--- src/rtl/wrf_pkt_loss_injector_if.sv ---
// Pipelined WR fabric link: cyc/stb/we/adr/dat/sel flow master -> slave,
// ack/stall flow slave -> master.
interface wrf_pkt_loss_injector_if #(
  parameter int g_data_width = 16
);
  logic                      cyc;
  logic                      stb;
  logic                      we;
  logic [1:0]                adr;
  logic [g_data_width-1:0]   dat;
  logic [g_data_width/8-1:0] sel;
  logic                      ack;
  logic                      stall;

  modport master (output cyc, stb, we, adr, dat, sel, input ack, stall);
  modport slave  (input cyc, stb, we, adr, dat, sel, output ack, stall);
endinterface

--- src/rtl/wrf_pkt_loss_injector.sv ---
// Frame-loss injector on the pipelined WR fabric. Frames are counted in
// groups of g_group_size and dropped by group mask, LFSR rate or periodic
// burst. Kept frames are forwarded combinationally; dropped frames are
// swallowed and acked locally one cycle after each strobe.
// Build option: define WRF_LOSS_STATS_EN for live saturating frame/drop
// counters; without it stat_frames_o/stat_drops_o read 0.
//
// state   | meaning
// --------+--------------------------------------------------------------
// ST_IDLE | between frames; snk_cyc rising here starts a frame and decides
// ST_PASS | frame kept: snk <-> src wired straight through
// ST_DROP | frame dropped: src held idle, snk acked from local register
module wrf_pkt_loss_injector #(
  parameter int          g_data_width = 16,
  parameter int          g_group_size = 4,
  parameter logic [15:0] g_lfsr_seed  = 16'hACE1
) (
  input  logic                    clk_i,
  input  logic                    rst_i,
  wrf_pkt_loss_injector_if.slave  snk,
  wrf_pkt_loss_injector_if.master src,
  input  logic                    cfg_en_i,
  input  logic [1:0]              cfg_mode_i,
  input  logic [g_group_size-1:0] cfg_mask_i,
  input  logic [15:0]             cfg_rate_i,
  input  logic [7:0]              cfg_burst_i,
  input  logic [7:0]              cfg_period_i,
  input  logic                    grp_clr_i,
  output logic [31:0]             stat_frames_o,
  output logic [31:0]             stat_drops_o,
  output logic [3:0]              grp_idx_o
);

  typedef enum logic [1:0] {ST_IDLE = 2'd0, ST_PASS = 2'd1, ST_DROP = 2'd2} state_t;

  state_t      state_q, state_d;
  logic [3:0]  grp_idx_q;
  logic [7:0]  burst_cnt_q;
  logic [15:0] lfsr_q;
  logic [15:0] lfsr_next;
  logic [15:0] mask_ext;
  logic        clr_pend_q;
  logic        ack_q;
  logic        drop_now;
  logic        fwd;
  logic        dropping;
  logic        frame_start;
  logic        frame_end;
  logic        clr_now;

  // x^16+x^14+x^13+x^11+1, shifting right with feedback into the MSB
  assign lfsr_next   = {lfsr_q[0] ^ lfsr_q[2] ^ lfsr_q[3] ^ lfsr_q[5], lfsr_q[15:1]};
  assign frame_start = (state_q == ST_IDLE) && snk.cyc;
  assign frame_end   = (state_q != ST_IDLE) && !snk.cyc;
  assign clr_now     = clr_pend_q | grp_clr_i;
  assign grp_idx_o   = grp_idx_q;

  // Drop decision for a frame starting this cycle, from live config and state.
  always_comb begin
    drop_now = 1'b0;
    mask_ext = '0;
    mask_ext[g_group_size-1:0] = cfg_mask_i;
    if (cfg_en_i) begin
      case (cfg_mode_i)
        2'd1:    drop_now = mask_ext[grp_idx_q];
        2'd2:    drop_now = (lfsr_q < cfg_rate_i);
        2'd3:    drop_now = (cfg_period_i != 8'd0) && (burst_cnt_q < cfg_burst_i);
        default: drop_now = 1'b0;
      endcase
    end
  end

  // Next state and fabric outputs; everything is forced idle while in reset
  // or while snk_cyc is low so a truncated or finished frame leaves src quiet.
  always_comb begin
    state_d   = state_q;
    fwd       = 1'b0;
    dropping  = 1'b0;
    src.cyc   = 1'b0;
    src.stb   = 1'b0;
    src.we    = 1'b0;
    src.adr   = '0;
    src.dat   = '0;
    src.sel   = '0;
    snk.ack   = 1'b0;
    snk.stall = 1'b0;
    case (state_q)
      ST_IDLE: begin
        if (snk.cyc) begin
          state_d  = drop_now ? ST_DROP : ST_PASS;
          fwd      = !drop_now;
          dropping = drop_now;
        end
      end
      ST_PASS: begin
        if (!snk.cyc) state_d = ST_IDLE;
        else          fwd = 1'b1;
      end
      ST_DROP: begin
        if (!snk.cyc) state_d = ST_IDLE;
        else          dropping = 1'b1;
      end
      default: state_d = ST_IDLE;
    endcase
    if (fwd && !rst_i) begin
      src.cyc   = snk.cyc;
      src.stb   = snk.stb;
      src.we    = snk.we;
      src.adr   = snk.adr;
      src.dat   = snk.dat[g_data_width-1:0];
      src.sel   = snk.sel[g_data_width/8-1:0];
      snk.ack   = src.ack;
      snk.stall = src.stall;
    end
    if (dropping && !rst_i) snk.ack = ack_q;
  end

  // FSM state register.
  always_ff @(posedge clk_i or posedge rst_i) begin
    if (rst_i) state_q <= ST_IDLE;
    else       state_q <= state_d;
  end

  // Group index, burst counter, LFSR, pending resync and local drop-ack.
  always_ff @(posedge clk_i or posedge rst_i) begin
    if (rst_i) begin
      grp_idx_q   <= 4'd0;
      burst_cnt_q <= 8'd0;
      lfsr_q      <= g_lfsr_seed;
      clr_pend_q  <= 1'b0;
      ack_q       <= 1'b0;
    end else begin
      ack_q <= snk.cyc & snk.stb;
      if (frame_start) lfsr_q <= lfsr_next;
      if (frame_end) begin
        clr_pend_q <= 1'b0;
        if (clr_now) begin
          grp_idx_q   <= 4'd0;
          burst_cnt_q <= 8'd0;
        end else begin
          grp_idx_q <= (grp_idx_q == 4'(g_group_size - 1)) ? 4'd0 : grp_idx_q + 4'd1;
          if (cfg_period_i == 8'd0 || burst_cnt_q >= cfg_period_i - 8'd1) burst_cnt_q <= 8'd0;
          else                                                             burst_cnt_q <= burst_cnt_q + 8'd1;
        end
      end else if (grp_clr_i) begin
        if (frame_start || state_q != ST_IDLE) begin
          clr_pend_q <= 1'b1;
        end else begin
          grp_idx_q   <= 4'd0;
          burst_cnt_q <= 8'd0;
        end
      end
    end
  end

`ifdef WRF_LOSS_STATS_EN
  logic [31:0] frames_q;
  logic [31:0] drops_q;

  // Saturating frame/drop counters, bumped when a frame closes.
  always_ff @(posedge clk_i or posedge rst_i) begin
    if (rst_i) begin
      frames_q <= 32'd0;
      drops_q  <= 32'd0;
    end else if (frame_end) begin
      if (frames_q != 32'hFFFF_FFFF) frames_q <= frames_q + 32'd1;
      if (state_q == ST_DROP && drops_q != 32'hFFFF_FFFF) drops_q <= drops_q + 32'd1;
    end
  end

  assign stat_frames_o = frames_q;
  assign stat_drops_o  = drops_q;
`else
  assign stat_frames_o = 32'd0;
  assign stat_drops_o  = 32'd0;
`endif

endmodule

--- src/flat_wrapper.sv ---
// flat-port wrapper written by rule: the top's interface ports become plain ports
module wrf_pkt_loss_injector_flat 
#(
  parameter int          g_data_width = 16,
  parameter int          g_group_size = 4,
  parameter logic [15:0] g_lfsr_seed  = 16'hACE1
)
  (clk_i, rst_i, cfg_en_i, cfg_mode_i, cfg_mask_i, cfg_rate_i, cfg_burst_i, cfg_period_i, grp_clr_i, stat_frames_o, stat_drops_o, grp_idx_o, snk_cyc, snk_stb, snk_we, snk_adr, snk_dat, snk_sel, snk_ack, snk_stall, src_cyc, src_stb, src_we, src_adr, src_dat, src_sel, src_ack, src_stall);
  wrf_pkt_loss_injector_if #(.g_data_width(g_data_width)) snk_i ();
  wrf_pkt_loss_injector_if #(.g_data_width(g_data_width)) src_i ();
  input  logic clk_i;
  input  logic rst_i;
  input  logic cfg_en_i;
  input  logic [1:0] cfg_mode_i;
  input  logic [g_group_size-1:0] cfg_mask_i;
  input  logic [15:0] cfg_rate_i;
  input  logic [7:0] cfg_burst_i;
  input  logic [7:0] cfg_period_i;
  input  logic grp_clr_i;
  output logic [31:0] stat_frames_o;
  output logic [31:0] stat_drops_o;
  output logic [3:0] grp_idx_o;
  input wire logic [$bits(snk_i.cyc)-1:0] snk_cyc;
  input wire logic [$bits(snk_i.stb)-1:0] snk_stb;
  input wire logic [$bits(snk_i.we)-1:0] snk_we;
  input wire logic [$bits(snk_i.adr)-1:0] snk_adr;
  input wire logic [$bits(snk_i.dat)-1:0] snk_dat;
  input wire logic [$bits(snk_i.sel)-1:0] snk_sel;
  output wire logic [$bits(snk_i.ack)-1:0] snk_ack;
  output wire logic [$bits(snk_i.stall)-1:0] snk_stall;
  output wire logic [$bits(src_i.cyc)-1:0] src_cyc;
  output wire logic [$bits(src_i.stb)-1:0] src_stb;
  output wire logic [$bits(src_i.we)-1:0] src_we;
  output wire logic [$bits(src_i.adr)-1:0] src_adr;
  output wire logic [$bits(src_i.dat)-1:0] src_dat;
  output wire logic [$bits(src_i.sel)-1:0] src_sel;
  input wire logic [$bits(src_i.ack)-1:0] src_ack;
  input wire logic [$bits(src_i.stall)-1:0] src_stall;
  assign snk_i.cyc = snk_cyc;
  assign snk_i.stb = snk_stb;
  assign snk_i.we = snk_we;
  assign snk_i.adr = snk_adr;
  assign snk_i.dat = snk_dat;
  assign snk_i.sel = snk_sel;
  assign snk_ack = snk_i.ack;
  assign snk_stall = snk_i.stall;
  assign src_cyc = src_i.cyc;
  assign src_stb = src_i.stb;
  assign src_we = src_i.we;
  assign src_adr = src_i.adr;
  assign src_dat = src_i.dat;
  assign src_sel = src_i.sel;
  assign src_i.ack = src_ack;
  assign src_i.stall = src_stall;
  wrf_pkt_loss_injector #(.g_data_width(g_data_width), .g_group_size(g_group_size), .g_lfsr_seed(g_lfsr_seed)) u_core (.clk_i(clk_i), .rst_i(rst_i), .snk(snk_i), .src(src_i), .cfg_en_i(cfg_en_i), .cfg_mode_i(cfg_mode_i), .cfg_mask_i(cfg_mask_i), .cfg_rate_i(cfg_rate_i), .cfg_burst_i(cfg_burst_i), .cfg_period_i(cfg_period_i), .grp_clr_i(grp_clr_i), .stat_frames_o(stat_frames_o), .stat_drops_o(stat_drops_o), .grp_idx_o(grp_idx_o));
endmodule
--- config.mk ---
export PLATFORM = sky130hd
export DESIGN_NAME = wrf_pkt_loss_injector_flat
export DESIGN_NICKNAME = d
export VERILOG_FILES = /design/src/rtl/wrf_pkt_loss_injector_if.sv /design/src/rtl/wrf_pkt_loss_injector.sv /design/src/flat_wrapper.sv
export SDC_FILE = /design/constraint.sdc
export NUM_CORES = 1
export LEC_CHECK = 0
export CAP_MARGIN = 10
export CORE_MARGIN = 4
export CORE_UTILIZATION = 44
export CTS_CLUSTER_DIAMETER = 30
export DETAILED_ROUTE_END_ITERATION = 10
export PLACE_DENSITY = 0.95
export SYNTH_ARGS = -nofsm -noshare
export SYNTH_HDL_FRONTEND = slang
export SYNTH_SLANG_ARGS = --single-unit
--- constraint.sdc ---
create_clock -name clk_i -period 12.8 [get_ports clk_i]
set_input_delay 3.84 -clock clk_i [delete_from_list [all_inputs] [get_ports clk_i]]
set_output_delay 3.84 -clock clk_i [all_outputs]
set_load 0.01 [all_outputs]
; After elaboration in Yosys (flattened, before gate mapping)
; Index checks and enable logic that the tools add are counted.
[word_totals]
regBits = 32
input_bits = 67
output_inout_bits = 93
word_cells = 82
[classes]
n_addsub = 3
order_cmp = 4
eq_ne = 9
muxes = 35
n_bitwise = 5
n_reduce_logical = 20
[op_table]
columns = operator, count
row1 = $mux 8, 5
row2 = $mux 4, 5
row3 = $lt 16x16->1, 1
row4 = $mux 16, 1
row5 = $mux 1, 14
row6 = $mux 2, 5
row7 = $add 8x1->8 const B, 1
row8 = $ge 8x8->1, 1
row9 = $logic_not 8->1, 1
row10 = $lt 8x8->1, 1
row11 = $reduce_bool 8->1, 1
row12 = $sub 8x1->8 const B, 1
row13 = $eq 2x2->1 const B, 3
row14 = $reduce_and 2->1, 3
row15 = $reduce_bool 2->1, 3
row16 = $logic_and 1x1->1, 5
row17 = $lt 4x5->1 const B, 1
row18 = $add 4x1->4 const B, 1
row19 = $bmux 1 s4, 1
row20 = $eq 2x1->1 const B, 2
row21 = $eq 4x2->1 const B, 1
row22 = $ne 2x2->1 const B, 2
row23 = $pmux 1 s2, 2
row24 = $pmux 2 s2, 1
row25 = 9 further kinds, 14

; Longest topological paths before layout
[depth]
ltp_word = 10
mapped_depth = 11
ltp_nobuf = 11

; Least setup slack after synthesis
; OpenSTA, ideal clock, no wires.
[synth_path]
path_type = input-to-output
start = in cfg_rate_i[15]
end = out src_dat[10]
arrival_time_ps = 5630
required_time_ps = 8960
slack_ps = 3330
path_stages = 9
n_path_buf = 1
cell_sequence = inv_1 ha_1 nand4_1 or3_1 a2111oi_2 o41ai_2 a31oi_4 buf_6 and2_1
[synth_between]
elab_chain_len = 8
[synth_rtl]
columns = item, line_no
row1 = from (decl), flat_wrapper.sv:16  ; input logic [15:0] cfg_rate_i;
row2 = $lt 16x16->1, wrf_pkt_loss_injector.sv:66  ; 2'd2: drop_now = (lfsr_q < cfg_rate_i);
row3 = $pmux 1 s3, wrf_pkt_loss_injector.sv:64  ; case (cfg_mode_i)
row4 = $mux 1, wrf_pkt_loss_injector.sv:63  ; if (cfg_en_i) begin
row5 = $logic_not 1->1, wrf_pkt_loss_injector.sv:91  ; fwd = !drop_now;
row6 = $mux 1, wrf_pkt_loss_injector.sv:89  ; if (snk.cyc) begin
row7 = $pmux 1 s2, wrf_pkt_loss_injector.sv:87  ; case (state_q)
row8 = $logic_and 1x1->1, wrf_pkt_loss_injector.sv:105  ; if (fwd && !rst_i) begin
row9 = $mux 16, wrf_pkt_loss_injector.sv:105
row10 = to (decl), flat_wrapper.sv:35  ; output wire logic [$bits(src_i.dat)-1:0] src_dat;
; No other way between the ends.

; Worst setup path after layout
[layout_path]
start = in cfg_rate_i[15]
end = out src_dat[6]
; The elaborated chain is that of the path after synthesis.

==> flow_metrics.env <==
export IMPL_outcome="completed"
export IMPL_ys_ff_latch=32
export IMPL_post_route_util_pct=59.0
export IMPL_postSynthCellCount=351
export IMPL_ys_warn_count=0
export IMPL_slowest_delay_ns=0.54
export IMPL_worst_ep_required_time_ns=8.96
export IMPL_syn_to_final_growth_pct=28.5
export IMPL_p_leak_nw=1.94
export IMPL_yosysMostFrequentCell="buf_4"
export IMPL_min_period_over_period_pct=83.4
export IMPL_powerDensity_nw_per_um2=86.1
export IMPL_syn_area_um2=3150
export IMPL_yosysTopAreaCell="dfrtp_1"
export IMPL_overflow=0
export IMPL_grt_start_max_net_pins=33
export IMPL_start_util_pct=45.9
export IMPL_period_needed_ns=10.68
export IMPL_crit_path_end_kind="primary output"
export IMPL_final_hold_viol_count=0
export IMPL_worst_pin_slew_ns=0.722
export IMPL_p_seq_share_pct=33.9
export IMPL_port_buffers=95
export IMPL_ctsLongestPathBuffers=2
export IMPL_layout_nets=551
export IMPL_num_vias=2594
export IMPL_grt_total_usage_pct=17.1
export IMPL_clk_latency_ns=0.29
export IMPL_wl_per_cell_um=13.8
export IMPL_critPathKind="input pin to primary output"
export IMPL_worst_ep_arrival_time_ns=6.84
export IMPL_path_buf_inv=3
export IMPL_fin_skew_ns=0.00614
export IMPL_synth_edf_count=0
export IMPL_htree_levels=2
export IMPL_seq_area_um2=811
export IMPL_critPathMostFrequentCell="clkdlybuf4s50_1"
export IMPL_rsz0062_at_grt="no"
export IMPL_switching_share_pct=33.9
export IMPL_io_pins=160
export IMPL_internal_power_mw=0.231
export IMPL_p_sw_mw=0.118
export IMPL_gp_congestion=0.867
export IMPL_diodes=0
export IMPL_slew_headroom_pct=51.7
export IMPL_grt_pass1_vias=2572
export IMPL_drtAntennaViolNets=0
export IMPL_cts_made_buffers=5
export IMPL_wl_mm=7.48
export IMPL_total_power_mw=0.349
export IMPL_die_area_um2=8580
export IMPL_grt_pass1_wl_mm=11.9
export IMPL_die_x_um=92.7
export IMPL_coreArea_um2=6870
export IMPL_power_frac_comb_pct=41.6
export IMPL_max_clock_freq_mhz=93.7
export IMPL_maxCapViolCount=0
export IMPL_synth_async_reset_ratio_pct=100
export IMPL_crit_slowest_cell="clkdlybuf4s50_1"
export IMPL_drt_iter0_drc=127
export IMPL_vdd_drop_max_mv=0.0446
export IMPL_cts_tree="done"
export IMPL_hpwl_mm=6.35
export IMPL_finalSetupTns_ns=0
export IMPL_multi_input_area_um2=1940
export IMPL_whs_ns=0.522
export IMPL_row_count=30
export IMPL_netlist_cell_type_count=50
export IMPL_synthFlopType="dfrtp_1"
export IMPL_path_cells="clkdlybuf4s50_1, inv_1, ha_1, nand4_1, or3_1, a2111oi_2, o41ai_2, a31oi_4, and2_1, clkdlybuf4s50_1"
export IMPL_cp_max_fo=24
export IMPL_antenna_found_initial=0
export IMPL_cts_sinks=32
export IMPL_setup_viol=0
export IMPL_crit_path_start_kind="input pin"
export IMPL_root_buffer="clkbuf_8"
export IMPL_crit_family="buffers and inverters"
export IMPL_cts_resized=0
export IMPL_synth_top_area_share_pct=19.0
export IMPL_drc=0
export IMPL_postCtsSetupBuffers=0
export IMPL_syn_avg_cell_area_um2=8.98
export IMPL_hold_path_class="flop to flop"
export IMPL_clockPowerShare_pct=24.5
export IMPL_n_fill_cell=578
export IMPL_cts_hold_buf=0
export IMPL_clk_pin_slew_ns=0.06
export IMPL_seq_area_frac_synth_pct=25.7
export IMPL_maxSlewViolCount=0
export IMPL_first_pass_iters=4
export IMPL_synthTopCellsByCount="64 x buf_4, 37 x ha_1, 33 x inv_1"
export IMPL_viasPerCell=4.77
export IMPL_final_layout_size_suffix_gt1_share_pct=9.38
export IMPL_ys_top_cells_by_area="dfrtp_1 19%, buf_4 15%, ha_1 15%, dfstp_2 6.7%, mux2_2 5.7%"
export IMPL_die_y_um=92.7
[worst paths after layout]
kind / startpoint / slack, ns / cells after the start / to
worst max-delay path: cfg_rate_i[15] / 2.12 / 10 / src_dat[6]
worst min register to register: u_core.clr_pend_q / 0.52 / 2 / u_core.clr_pend_q
worst min-delay path: u_core.clr_pend_q / 0.52 / 2 / u_core.clr_pend_q
worst max register to register: u_core.lfsr_q[15] / 10.43 / 7 / u_core.state_q[0]
max in group asynchronous: rst_i / 8.48 / 3 / u_core.lfsr_q[7]
min in group asynchronous: rst_i / 3.99 / 3 / u_core.lfsr_q[1]
[metal layers]
metal  global-route usage, %  part of all wire (%)  up-vias
li1                        -                     -     1255
met1                    17.8                    36     1199
met2                    32.0                    53      122
met3                    4.71                   8.7       18
met4                    7.45                   2.5        0
met5                       0                     0        -
[area by class of cell]
| cell class | instances | share of cell area [%] |
|---|---|---|
| flip-flops and latches | 32 | 20.0 |
| repair buffers | 96 | 23.7 |
| inverters | 33 | 3.06 |
| clock buffers | 8 | 2.47 |
| well taps | 96 | 2.97 |
| multi-input cells | 279 | 47.8 |
[sequential cells by signal, summed over array words and instances, names as in the netlist]
register	count
u_core.lfsr_q	16
u_core.burst_cnt_q	8
u_core.grp_idx_o	4
u_core.state_q	2
u_core.ack_q	1
u_core.clr_pend_q	1
[cell usage in the layout, fill, tap and decap left out, types with 2 or more instances in the layout]
master	n
nand3_1	5
o221ai_1	3
clkdlybuf4s50_1	95
nor2b_1	4
nor3b_1	2
dfrtp_1	24
and3_1	2
nand2_1	27
a21oi_1	10
nor2_1	13
nand2b_1	2
mux2_2	16
dfstp_2	8
o211ai_1	2
o21ai_0	16
conb_1	64
ha_1	37
o21a_1	4
a21o_1	3
nor3_1	3
nand4_1	2
or3_1	2
inv_1	33
clkbuf_8	7
o31ai_1	3
xnor2_1	10
nor4_1	2
and2_1	26
[kinds of logic (layout without fill, tap and decap cells)]
family                   after synthesis  count (layout)  synth area share [%]
AO/OA/AOI/OAI                         52              52                  12.4
XOR/XNOR                              11              11                  3.06
other                                  1              64                 0.119
adder cells (fa/ha/maj)               37              37                  14.7
buffers and inverters                103             137                  20.4
multiplexers                          17              17                  6.43
flip-flops                            32              32                  25.7
AND/OR/NAND/NOR                       98              98                  17.3
[worst reg2reg max path, cell delays in order, from the launching register on]
cell and delay [ns]:
dfstp_2 0.55, ha_1 0.17, nand4_1 0.13, or3_1 0.44, a2111oi_2 0.32, o41ai_2 0.17
and3b_1 0.23, o31ai_1 0.24
[power groups by stage]
stage               Sequential (mW)  Clock, mW  Combinational (mW)
detailed placement            0.120          0               0.145
floorplan                     0.118          0               0.103
global route                  0.120     0.0913               0.161
global placement              0.119          0               0.139
CTS                           0.118     0.0877               0.145
finish                        0.118     0.0855               0.145
[per-stage QoR]
step	instances	setup slack, ns	area (um2)
2_1_floorplan	414	3.33	3390
4_1_cts	544	2.10	4050
3_3_place_gp	536	2.22	3950
5_1_grt	544	1.88	4050
6_report	544	2.12	4050
3_5_place_dp	536	2.10	3950
Power figures use the tool's default switching activity.
